==> config.mk <==
export PLATFORM = sky130hd
export DESIGN_NAME = pipe_stage_reg
export DESIGN_NICKNAME = d
export VERILOG_FILES = /design/src/rtl/pipe_pkg.sv /design/src/rtl/pipe_slot.sv /design/src/rtl/pipe_stage_reg.sv
export SDC_FILE = /design/constraint.sdc
export NUM_CORES = 1
export LEC_CHECK = 0
export ABC_AREA = 1
export BUFFER_PORTS_ARGS = -buffer_cell sky130_fd_sc_hd__buf_2
export CAP_MARGIN = 20
export CORE_MARGIN = 4
export CORE_UTILIZATION = 35
export CTS_CLUSTER_DIAMETER = 100
export DETAILED_ROUTE_END_ITERATION = 8
export SYNTH_ARGS = -nofsm -noshare
export SYNTH_HDL_FRONTEND = slang
export SYNTH_SLANG_ARGS = --single-unit
==> constraint.sdc <==
create_clock -name clk -period 1.5 [get_ports clk]
set_input_delay 0.15 -clock clk [delete_from_list [all_inputs] [get_ports clk]]
set_output_delay 0.15 -clock clk [all_outputs]
set_load 0.01 [all_outputs]
==> src/rtl/pipe_pkg.sv <==
// Shared definitions for the pipeline stage register: channel layout, stall counter
// width, occupancy states and small helpers.
package pipe_pkg;

  localparam int PIPE_CH_W   = 16;
  localparam int CH_RD1      = 0;
  localparam int CH_RD2      = 1;
  localparam int CH_IMM      = 2;
  localparam int CH_PC       = 3;
  localparam int STALL_CNT_W = 32;

  typedef enum logic [1:0] {
    ST_EMPTY = 2'd0,
    ST_ONE   = 2'd1,
    ST_FULL  = 2'd2
  } pipe_state_e;

  // Occupancy is fully encoded by the two valid bits; skid is only ever valid behind main.
  function automatic pipe_state_e pipe_state(input logic main_v, input logic skid_v);
    if (skid_v) begin
      return ST_FULL;
    end else if (main_v) begin
      return ST_ONE;
    end
    return ST_EMPTY;
  endfunction

  function automatic logic [STALL_CNT_W-1:0] sat_inc(input logic [STALL_CNT_W-1:0] v);
    return (&v) ? v : v + 1'b1;
  endfunction

endpackage

==> src/rtl/pipe_slot.sv <==
// One pipeline entry: a valid bit plus a data register that only clocks in new data
// when set, so a stalled entry never toggles its data flops.
module pipe_slot
  import pipe_pkg::*;
#(
  parameter int W = 4 * PIPE_CH_W
) (
  input  logic         clk,
  input  logic         rst,
  input  logic         set_i,
  input  logic         clr_i,
  input  logic [W-1:0] data_i,
  output logic         valid_o,
  output logic [W-1:0] data_o
);

  logic         valid_q;
  logic [W-1:0] data_q;

  always_ff @(posedge clk) begin
    if (rst) begin
      valid_q <= 1'b0;
    end else if (set_i) begin
      valid_q <= 1'b1;
    end else if (clr_i) begin
      valid_q <= 1'b0;
    end
  end

  // Clear only drops the valid bit; the stale data is left in place.
  always_ff @(posedge clk) begin
    if (rst) begin
      data_q <= '0;
    end else if (set_i) begin
      data_q <= data_i;
    end
  end

  assign valid_o = valid_q;
  assign data_o  = data_q;

endmodule

==> src/rtl/pipe_stage_reg.sv <==
// Valid/ready pipeline register with flush and optional skid entry (registered in_ready).
// Optional stall counter output enabled by defining PIPE_STAGE_STALL_CNT_EN.
module pipe_stage_reg
  import pipe_pkg::*;
#(
  parameter int NUM_CH = 4,
  parameter int CH_W   = PIPE_CH_W,
  parameter int SKID   = 1
) (
  input  logic                   clk,
  input  logic                   rst,
  input  logic                   flush,
  input  logic                   in_valid,
  output logic                   in_ready,
  input  logic [NUM_CH*CH_W-1:0] in_data,
  output logic                   out_valid,
  input  logic                   out_ready,
  output logic [NUM_CH*CH_W-1:0] out_data
`ifdef PIPE_STAGE_STALL_CNT_EN
  ,
  output logic [STALL_CNT_W-1:0] stall_cnt
`endif
);

  localparam int DW = NUM_CH * CH_W;

  logic          main_v;
  logic          skid_v;
  logic [DW-1:0] main_data;
  logic [DW-1:0] skid_data;
  logic [DW-1:0] main_d;
  logic          main_set;
  logic          main_from_skid;
  logic          main_clr;
  logic          skid_set;
  logic          skid_clr;
  logic          accept;
  logic          out_xfer;
  pipe_state_e   state;

  assign state    = pipe_state(main_v, skid_v);
  assign accept   = in_valid && in_ready;
  assign out_xfer = main_v && out_ready;
  assign main_d   = main_from_skid ? skid_data : in_data;

  always_comb begin
    main_set       = 1'b0;
    main_from_skid = 1'b0;
    main_clr       = 1'b0;
    skid_set       = 1'b0;
    skid_clr       = 1'b0;
    if (flush) begin
      // Squash everything held; an offered beat is dropped, an out transfer still counts.
      main_clr = 1'b1;
      skid_clr = 1'b1;
    end else begin
      case (state)
        ST_EMPTY: begin
          main_set = accept;
        end
        ST_ONE: begin
          if (accept && out_xfer) begin
            main_set = 1'b1;
          end else if (accept) begin
            skid_set = 1'b1;
          end else if (out_xfer) begin
            main_clr = 1'b1;
          end
        end
        ST_FULL: begin
          if (out_xfer) begin
            main_set       = 1'b1;
            main_from_skid = 1'b1;
            skid_clr       = 1'b1;
          end
        end
        default: begin
          main_clr = 1'b1;
          skid_clr = 1'b1;
        end
      endcase
    end
  end

  pipe_slot #(
    .W (DW)
  ) u_main (
    .clk     (clk),
    .rst     (rst),
    .set_i   (main_set),
    .clr_i   (main_clr),
    .data_i  (main_d),
    .valid_o (main_v),
    .data_o  (main_data)
  );

  generate
    if (SKID != 0) begin : g_skid
      pipe_slot #(
        .W (DW)
      ) u_skid (
        .clk     (clk),
        .rst     (rst),
        .set_i   (skid_set),
        .clr_i   (skid_clr),
        .data_i  (in_data),
        .valid_o (skid_v),
        .data_o  (skid_data)
      );
      assign in_ready = !skid_v;
    end else begin : g_noskid
      // Without a skid entry ready must look through to the downstream consumer.
      logic unused_skid;
      assign unused_skid = skid_set ^ skid_clr;
      assign skid_v      = 1'b0;
      assign skid_data   = '0;
      assign in_ready    = !main_v || out_ready;
    end
  endgenerate

  assign out_valid = main_v;
  assign out_data  = main_data;

`ifdef PIPE_STAGE_STALL_CNT_EN
  logic [STALL_CNT_W-1:0] stall_cnt_q;
  logic [STALL_CNT_W-1:0] stall_cnt_d;

  always_comb begin
    stall_cnt_d = stall_cnt_q;
    if (main_v && !out_ready) begin
      stall_cnt_d = sat_inc(stall_cnt_q);
    end
  end

  // Flush deliberately leaves the count alone; only rst clears it.
  always_ff @(posedge clk) begin
    if (rst) begin
      stall_cnt_q <= '0;
    end else begin
      stall_cnt_q <= stall_cnt_d;
    end
  end

  assign stall_cnt = stall_cnt_q;
`endif

endmodule

# After elaboration in Yosys (flattened, before gate mapping)
# Cells that the tools add are included.
dict set report word_totals {
  ff_bits 130
  latch_bits 0
  ramBits 0
  rom_bits 0
  in_bits 69
  out_inout_bits 66
  word_cells 41
  mem_count 0
}
dict set report classes {
  add_sub_neg 0
  mul 0
  n_div 0
  magnitude_cmp 0
  eq_ne 2
  n_shift 0
  n_mux 26
  bitwise 0
  reduce_logical 9
}
# operator count
set op_table {}
lappend op_table {{$mux 64} 1}
lappend op_table {{$mux 1} 19}
lappend op_table {{$mux 2} 3}
lappend op_table {{$pmux 1 s2} 2}
lappend op_table {{$reduce_bool 2->1} 2}
lappend op_table {{$reduce_or 2->1} 2}
lappend op_table {{$logic_and 1x1->1} 3}
lappend op_table {{$pmux 1 s3} 1}
lappend op_table {{$eq 2x1->1 const B} 1}
lappend op_table {{$eq 2x2->1 const B} 1}
lappend op_table {{$logic_not 2->1} 1}
lappend op_table {{$logic_not 1->1} 1}

# Longest topological paths before layout
# Gate-level depths: netlist of run 1.
dict set report logic_depth {
  depth_word 9
  mapped_depth 9
  mapped_depth_nobuf 8
}

# By module
# A second synthesis of run 1 with hierarchy kept.
dict set report hier_totals {
  hier_cells 789
  area_unflattened_um2 5639.2
}
# mod instances cells_per_inst area_per_inst_um2 seq_area_each_um2
set by_module_without_submodules {}
lappend by_module_without_submodules {pipe_slot 2 282 2296.0 1301.2}
lappend by_module_without_submodules {pipe_stage_reg 1 225 1047.3 0.0}

# Least setup slack after synthesis of run 1
# Ideal clock, no wire load.
dict set report synth_path {
  kind {register to register}
  start {register u_main.valid_q, in the netlist u_main.valid_o}
  end {register u_main.data_q[43], in the netlist u_main.data_o[43]}
  setup_time_ps 112
  t_arrival_ps 1130
  required_time_ps 1388
  slack_ps 258
  stages_incl_launch_ff 10
  n_path_buf 2
  synth_period_minus_slack_ps 1242
  path_cell_list {dfxtp_1 -> nand2_1 -> inv_1 -> nand2_1 -> nand2_1 -> inv_2 -> buf_2 -> buf_2 -> nor2_1 -> nor2_1}
}
dict set report synth_via {
  elab_chain_len 7
  elab_cells_between_ends 15
  cone_classes {eq/ne: 2; mux: 10; reduce/logical: 3}
}
# item line
set synth_lines {}
lappend synth_lines {{start: declaration} pipe_slot.sv:17} ;# logic valid_q;
lappend synth_lines {{start signal: assignment} pipe_slot.sv:22} ;# valid_q <= 1'b0;
lappend synth_lines {{start signal: assignment} pipe_slot.sv:24} ;# valid_q <= 1'b1;
lappend synth_lines {{start signal: assignment} pipe_slot.sv:26} ;# valid_q <= 1'b0;
lappend synth_lines {{$mux 1} pipe_pkg.sv:22} ;# end else if (main_v) begin
lappend synth_lines {{$mux 1} pipe_pkg.sv:20} ;# if (skid_v) begin
lappend synth_lines {{$mux 2} pipe_pkg.sv:25} ;# return ST_EMPTY;
lappend synth_lines {{$eq 2x2->1} pipe_stage_reg.sv:57} ;# case (state)
lappend synth_lines {{$mux 1} pipe_stage_reg.sv:57}
lappend synth_lines {{$mux 1} pipe_stage_reg.sv:52} ;# if (flush) begin
lappend synth_lines {{$mux 64} pipe_stage_reg.sv:44} ;# assign main_d = main_from_skid ? skid_data : in_data;
lappend synth_lines {{end signal: assignment} pipe_slot.sv:35} ;# data_q <= data_i;
lappend synth_lines {{end: declaration} pipe_slot.sv:18} ;# logic [W-1:0] data_q;
# Parallel ways exist; a longest one is shown, timed or not.
# A chain may end at the register's enable or synchronous reset.

# Final worst setup path of run 1
dict set report layout_path {
  start {register g_skid.u_skid.valid_q, in the netlist g_skid.u_skid.valid_o}
  end {register u_main.data_q[18], in the netlist u_main.data_o[18]}
}
dict set report layout_via {
  elab_chain_len 6
  elab_cells_between_ends 15
  cone_classes {eq/ne: 2; mux: 9; reduce/logical: 4}
}
# item line
set layout_lines {}
lappend layout_lines {{start: declaration} pipe_slot.sv:17}
lappend layout_lines {{start signal: assignment} pipe_slot.sv:22}
lappend layout_lines {{start signal: assignment} pipe_slot.sv:24}
lappend layout_lines {{start signal: assignment} pipe_slot.sv:26}
lappend layout_lines {{$mux 2, or another cell as far along} pipe_pkg.sv:20}
lappend layout_lines {{$mux 2 / $logic_and 1x1->1 (equally long branches)} {pipe_pkg.sv:25, pipe_stage_reg.sv:42}}
lappend layout_lines {{$eq 2x2->1 / $logic_and 1x1->1 (equally long branches)} {pipe_stage_reg.sv:57, pipe_stage_reg.sv:62}}
lappend layout_lines {{$mux 1, on equally long branches} {pipe_stage_reg.sv:57, pipe_stage_reg.sv:62}}
lappend layout_lines {{$mux 1 / $pmux 1 s3 (equally long branches)} {pipe_stage_reg.sv:52, pipe_stage_reg.sv:57}}
lappend layout_lines {{$mux 64 / $mux 1 (equally long branches)} {pipe_stage_reg.sv:44, pipe_stage_reg.sv:52}}
# Parallel ways exist; a longest one is shown, timed or not.

==> metrics.md, run 1 <==
| Metric | Value |
|---|---|
| Buffers & Inverters on Critical Path | `2` |
| CP top delay family | `simple AND/OR/NAND/NOR gates` |
| Setup Buffers After CTS | `0` |
| Input/output buffers | `between 100 and 150` |
| N_diodes | `0` |
| Die W | `~140 um` |
| Power consumption | `approximately 0.0086 W` |
| GPL Wtd Cong | `0.750` |
| Most frequent cells in the layout | `nor2_1, nand2_1, buf_2, dfxtp_1, nand3_1` |
| Synthesized area | `0.00593 mm2` |
| Share of layout cells above drive strength 1 | `between 15 and 20%` |
| Max H-tree Level | `4` |
| CTS clock-pin slew for the worst setup and hold paths | `60 ps` |
| Drt total wl | `17.0 mm` |
| TritonRoute pass-1 iters | `5` |
| Largest stage delay on the critical path | `around 360 ps` |
| Seq cells post-synth | `between 100 and 150` |
| P_leak | `a little over 4 nW` |
| Row Count | `47` |
| Slew Limit Headroom | `73.7%` |
| Die Footprint | `0.0191 mm2` |
| Largest net degree at the start of global routing | `83` |
| Vias per Instance | `4.52` |
| CP Data Arrival Time | `about 1700 ps` |
| Commonest non-fill, non-tap cell in the layout | `nor2_1` |
| Layout net count | `approximately 1,200` |
| HP Class | `input port to register` |
| Worst-Skew Late Latency | `420 ps` |
| Final hold vios | `0` |
| Layout area overhead | `34.4%` |
| Worst-Margin Slew | `around 390 ps` |
| Starting Density | `approximately 36%` |
| Clock skew | `8.09 ps` |
| Crit path required time | `1810 ps` |
| Warnings from Yosys | `0` |
| Final HPWL DP | `a little under 10 mm` |
| Seq/Total Area, Yosys | `43.9%` |
| Pwr/cell area | `1080 mW/mm2` |
| Via count | `5,989` |
| Peak supply drop | `roughly 0.81 mV` |
| CP Class | `register to register` |
| Die height | `between 100 and 150 um` |
| Total CTS buffers | `17` |
| Tcrit/Tclk final | `89.7%` |
| Post-synthesis cell count | `927` |
| Maximum buffer depth of the clock tree | `2` |
| Global-route wire length before repair | `28.8 mm` |
| Final Slew Violations | `0` |
| RSZ-0062 raised after global routing | `false` |
| IO Pins | `135` |
| Max-cap violations | `0` |
| Hold depth | `3` |
| Finish-stage setup viols | `0` |
| DRC violations left | `0` |
| Fin util | `48.1%` |
| GRT Total Usage | `between 15 and 20%` |
| Clk sinks | `130` |
| Syn_area_per_cell | `6.40 um2` |
| Drt wl/cell | `12.8 um` |
| DR iter-0 viols | `306` |
| Distinct cell type count after synthesis | `14` |
| Reg2Reg Depth | `8` |
| Final TNS setup | `0 ps` |
| Status | `complete, no violations` |
| Critical Path Sink Type | `register` |
| CP max stage cell | `dfxtp_1` |
| Core area | `around 0.017 mm2` |
| Critical path depth | `8` |
| CTS root buf | `clkbuf_16` |
| Synth Net Count | `996` |
| ANT nets after route | `0` |
| Max FO, Critical Path | `79` |
| Vias in the first global route | `5,653` |
| Final min period | `1350 ps` |
| Startpoint Class | `register` |
| Critical path cell sequence | `inv_2, nor2_4, nand2_4, buf_12, nand2_1, nand2_1, nor2_1, nor2_1` |
| CTS tree | `yes` |
| F_max | `743 MHz` |
| Antenna violations before repair | `0` |
| Grt ovf | `0` |
## where the power goes
group / internal [W] / switching [W] / leakage (nW)
clock network: 0.00235 / 0.00152 / 0.262
registers: 0.00361 / 0.0000749 / 1.06
logic: 0.000469 / 0.000552 / 2.83
## area by class of cell
cell class                 count  area (um2)
timing repair buffer         215        1540
fill                        1710        8610
multi-input combinational    656        2740
tap                          220         275
clock inverter                10        85.1
sequential                   130        2600
inverter                      71         268
clock buffer                  22         464
## worst paths after layout
check / from / end / slack [ps]
max: g_skid.u_skid.valid_o / u_main.data_o[18] / 150
min: in_data[27] / g_skid.u_skid.data_o[27] / 7
max reg2reg: g_skid.u_skid.valid_o / u_main.data_o[18] / 150
min reg2reg: g_skid.u_skid.data_o[1] / g_skid.u_skid.data_o[1] / 510
## cells in the mapped netlist
cell	number	area (um2)
buf_1	1	3.75
nor2_1	259	972
buf_4	6	45.0
nand3b_1	1	7.51
a21oi_1	1	5.00
o21ai_0	64	320
buf_2	47	235
inv_1	69	259
inv_2	2	7.51
nand2_1	201	754
nor2_4	1	11.3
clkbuf_1	16	60.1
nand3_1	129	646
dfxtp_1	130	2600
## routing by layer
metal	global-route usage (%)	up-vias	share of wire, %
met2	27.6	147	45
met4	4.99	0	1.4
met1	24.6	2635	48
li1	-	3187	-
met5	0	-	0
met3	5.70	20	6.1
## through the flow
stage / std cells / setup slack (ps) / area (um2) / hold slack (ps)
6_report: 1324 / 155 / 7970 / 6.70
5_1_grt: 1324 / 2.58 / 7970 / 37.5
4_1_cts: 1324 / 123 / 7970 / 0.315
3_5_place_dp: 1229 / 132 / 6790 / 350
3_3_place_gp: 1229 / 168 / 6790 / 341
2_1_floorplan: 927 / 258 / 5930 / 219
## worst register-to-register path, stage by stage, from the launching register on
cell and delay [ps]:
dfxtp_1 360, inv_2 60, nor2_4 140, nand2_4 90, buf_12 220, nand2_1 140, nand2_1 60, nor2_1 120
nor2_1 50
## repair_timing
action,in CTS,in global routing
hold endpoints to repair,63,0
gates resized for setup,0,1
endpoints found under the setup margin,0,2
hold buffers,63,0
## sequential cells by signal, indices dropped and copies added, names as in the netlist
| signal | flops |
|---|---|
| g_skid.u_skid.data_o | 64 |
| u_main.data_o | 64 |
| g_skid.u_skid.valid_o | 1 |
| u_main.valid_o | 1 |
## cell families (layout without fill, tap and decap cells)
| family | Yosys count | in the layout | synth area share [%] |
|---|---|---|---|
| buf+inv | 141 | 318 | 10.3 |
| compound gates | 65 | 65 | 5.49 |
| simple gates | 591 | 591 | 40.3 |
| flops | 130 | 130 | 43.9 |
Note: power is estimated with default switching activity, not from simulation.
==> inputs of run 2 (changes only) <==
--- a/config.mk
+++ b/config.mk
@@ -5,13 +5,13 @@
 export SDC_FILE = /design/constraint.sdc
 export NUM_CORES = 1
 export LEC_CHECK = 0
-export ABC_AREA = 1
-export BUFFER_PORTS_ARGS = -buffer_cell sky130_fd_sc_hd__buf_2
+export ABC_AREA = 0
 export CAP_MARGIN = 20
 export CORE_MARGIN = 4
 export CORE_UTILIZATION = 35
 export CTS_CLUSTER_DIAMETER = 100
 export DETAILED_ROUTE_END_ITERATION = 8
+export DONT_BUFFER_PORTS = 1
 export SYNTH_ARGS = -nofsm -noshare
 export SYNTH_HDL_FRONTEND = slang
 export SYNTH_SLANG_ARGS = --single-unit
==> run 2 against run 1 <==
The run now ends with hold timing, setup timing left. Cell count is 35% lower. Count of clock-buffer cells in the layout unchanged. Synthesized cell count down 30%. Wire length down 4.7%. Setup slack lost 280 ps. Highest routed layer unchanged.
==> metrics.md, run 2 <==
| Metric | Value |
|---|---|
| Status | `finished with violations` |
| Violated checks | `hold timing, setup timing` |
| Finish-stage setup viols | `62 (+62)` |
| Final min period | `1620 ps (+278 ps)` |
| Starting Density | `36.1% (+0.36 points)` |
| Seq/Total Area, Yosys | `51.5% (+7.6 points)` |
| Main flop type after synthesis | `dfxtp_1` |
| Critical R2R Capture | `u_main.data_o[23]` |
| Final HPWL DP | `8.56 mm (-13%)` |
| DRC violations left | `0 (unchanged)` |
| Fin util | `46.7% (-1.4 points)` |
| Largest stage delay on the critical path | `360 ps (about the same)` |
| Die W | `128 um (-7.2%)` |
| Setup WS pre-CTS | `-154 ps (-286 ps)` |
| Final hold vios | `129 (+129)` |
| Startpoint Class | `register` |
| Vias in the first global route | `4,439 (-21%)` |
| CTS tree | `yes` |
| Buffers & Inverters on Critical Path | `2 (unchanged)` |
| CTS clock-pin slew for the worst setup and hold paths | `50 ps (about the same)` |
| Min-delay src | `rst` |
| Via count | `4,668 (-22%)` |
| Hold_ws | `-186 ps (-192 ps)` |
| Top-count cell post-synth | `nand2_1` |
| Post-synth top area cell | `dfxtp_1` |
| Largest net degree at the start of global routing | `131 (+58%)` |
| Reg2Reg Depth | `6 (-2)` |
| Peak supply drop | `0.720 mV (-11%)` |
| RSZ-0062 raised after global routing | `true` |
| Worst-Skew Late Latency | `420 ps (about the same)` |
| GRT Total Usage | `17.7% (-0.34 points)` |
| IO Pins | `135 (unchanged)` |
| Max H-tree Level | `4 (unchanged)` |
| Layout area overhead | `29.2%` |
| Final standard cell area without fillers | `0.00653 mm2 (-18%)` |
| Setup slack after layout | `-123 ps (-278 ps)` |
| Worst-Margin Slew | `277 ps (-117 ps)` |
| Post-DP Area | `0.00534 mm2 (-21%)` |
| TritonRoute pass-1 iters | `5 (unchanged)` |
| Maximum buffer depth of the clock tree | `2 (unchanged)` |
| CTS root buf | `clkbuf_16` |
| Total CTS buffers | `17 (unchanged)` |
| Commonest non-fill, non-tap cell in the layout | `nand2_1` |
| FF-to-FF setup slack | `-120 ps (-280 ps)` |
| Grt ovf | `0 (unchanged)` |
| CP max stage cell | `dfxtp_4` |
| DR iter-0 viols | `345 (+13%)` |
| Post-synth top area share | `51.5% (+7.6 points)` |
| Slew Limit Headroom | `81.4% (+7.7 points)` |
| Share of layout cells above drive strength 1 | `17.1% (-0.15 points)` |
| Max FO, Critical Path | `16 (-80%)` |
| Warnings from Yosys | `0 (unchanged)` |
| Max-cap violations | `0 (unchanged)` |
| Synth top cells by count | `nand2_1, dfxtp_1, a21oi_1, nor2_1, a311oi_1` |
| GPL Wtd Cong | `0.757 (+1.0%)` |
| CP Data Arrival Time | `1940 ps (+280 ps)` |
| Final Slew Violations | `0 (unchanged)` |
| WHS Endpoint | `g_skid.u_skid.data_o[13]` |
| Distinct cell type count after synthesis | `18 (+4)` |
| Synth top area cells | `dfxtp_1, nand2_1, a311oi_1` |
| HP Class | `input port to register` |
| Antenna violations before repair | `0 (unchanged)` |
| Row Count | `43 (-8.5%)` |
| Core area | `0.0140 mm2 (-16%)` |
| Syn_area_per_cell | `7.78 um2 (+22%)` |
| Drt total wl | `16.2 mm (-4.7%)` |
| CP top delay family | `compound AO/OA/AOI/OAI gates` |
| Most frequent cells in the layout | `nand2_1, dfxtp_1, a21oi_1, nor2_1, a311oi_1` |
| Vias per Instance | `5.47 (+21%)` |
| Die Footprint | `0.0164 mm2 (-14%)` |
| Clock skew | `6.89 ps (-1.20 ps)` |
| Die height | `128 um (-7.2%)` |
| Post-synthesis cell count | `649 (-30%)` |
| Hold depth | `1 (-2)` |
| Drt wl/cell | `18.9 um (+48%)` |
| Pwr/cell area | `1260 mW/mm2 (+17%)` |
| Worst R2R Start | `u_main.valid_o` |
| Synthesized area | `0.00505 mm2 (-15%)` |
| Synth async-reset ratio | `0% (unchanged)` |
| Clk sinks | `130 (unchanged)` |
| Critical path depth | `6 (-2)` |
| ANT nets after route | `0 (unchanged)` |
| EDFF count, synth | `0 (unchanged)` |
| Layout net count | `733 (-37%)` |
| F_max | `616 MHz (-17%)` |
| P_leak | `2.33 nW (-44%)` |
| Crit path required time | `1810 ps (about the same)` |
| Tcrit/Tclk final | `108% (+19 points)` |
| N_diodes | `0 (unchanged)` |
| Seq cells post-synth | `130 (unchanged)` |
| CP Class | `register to register` |
| Input/output buffers | `0 (-100%)` |
| Critical Path Sink Type | `register` |
| Critical path cell sequence | `or2_4, a211oi_4, buf_6, buf_12, nor2_1, a311oi_1` |
| Synth Net Count | `718 (-28%)` |
| Global-route wire length before repair | `22.8 mm (-21%)` |
run 2: how the worst max path moves through the flow:
stage / from / endpoint / slack, ps
after detailed placement: u_main.valid_o / u_main.data_o[33] / -150
after CTS: g_skid.u_skid.valid_o / u_main.data_o[2] / -90
after floorplan: u_main.valid_o / u_main.data_o[10] / 20
final: u_main.valid_o / u_main.data_o[23] / -120
after global routing: u_main.valid_o / u_main.data_o[23] / -220
after global placement: u_main.valid_o / u_main.data_o[30] / -80
run 2: cell type report:
| type | instances | area [um2] |
|---|---|---|
| Fill cell | 1355 | 7460 |
| Clock inverter | 7 | 85.1 |
| Sequential cell | 130 | 2610 |
| Multi-Input combinational cell | 463 | 2360 |
| Inverter | 1 | 3.75 |
| Tap cell | 180 | 225 |
| Clock buffer | 22 | 464 |
| Timing Repair Buffer | 51 | 787 |
run 2: cells by family after synthesis:
group	after synthesis	share of synthesized area, %
AO/OA/AOI/OAI	132	18.0
flip-flops	130	51.5
AND/OR/NAND/NOR	331	25.4
buffers and inverters	56	5.08
run 2: timing repair:
item / 4_1_cts / 5_1_grt
cloned: 6 / 9
gates resized for setup: 31 / 31
hold buffers: 2 / 1
pin swaps: 15 / 35
hold endpoints to repair: 130 / 129
setup endpoints to repair: 128 / 128
buffers inserted: 8 / 4
run 2: power breakdown:
part | total, W | internal [W] | switching, W
registers | 0.00377 | 0.00360 | 0.000169
logic | 0.000518 | 0.000265 | 0.000253
clock network | 0.00391 | 0.00249 | 0.00143
run 2: worst register-to-register path: cells and delay by family, from the launching register on:
kind / cells / cell delay, ps
AND/OR/NAND/NOR: 2 / 300
buffers and inverters: 2 / 340
flip-flops: 1 / 360
AO/OA/AOI/OAI: 2 / 540
run 2: stage by stage:
| stage | setup TNS [ps] | hold slack [ps] | std cells | total power (W) |
|---|---|---|---|---|
| 2_1_floorplan | 0 | 286 | 649 | 0.00413 |
| 3_3_place_gp | -5740 | 227 | 797 | 0.00418 |
| 3_5_place_dp | -9940 | 234 | 797 | 0.00421 |
| 4_1_cts | -6850 | -209 | 842 | 0.00821 |
| 5_1_grt | -7940 | -218 | 854 | 0.00850 |
| 6_report | -3110 | -186 | 854 | 0.00820 |
run 2: metal layers:
| metal | track usage [%] | wire length (um) | up-vias |
|---|---|---|---|
| met5 | 0 | 0 | - |
| li1 | - | - | 2214 |
| met2 | 29.9 | 8050 | 162 |
| met1 | 19.6 | 6540 | 2264 |
| met4 | 8.30 | 387 | 0 |
| met3 | 6.67 | 1190 | 28 |
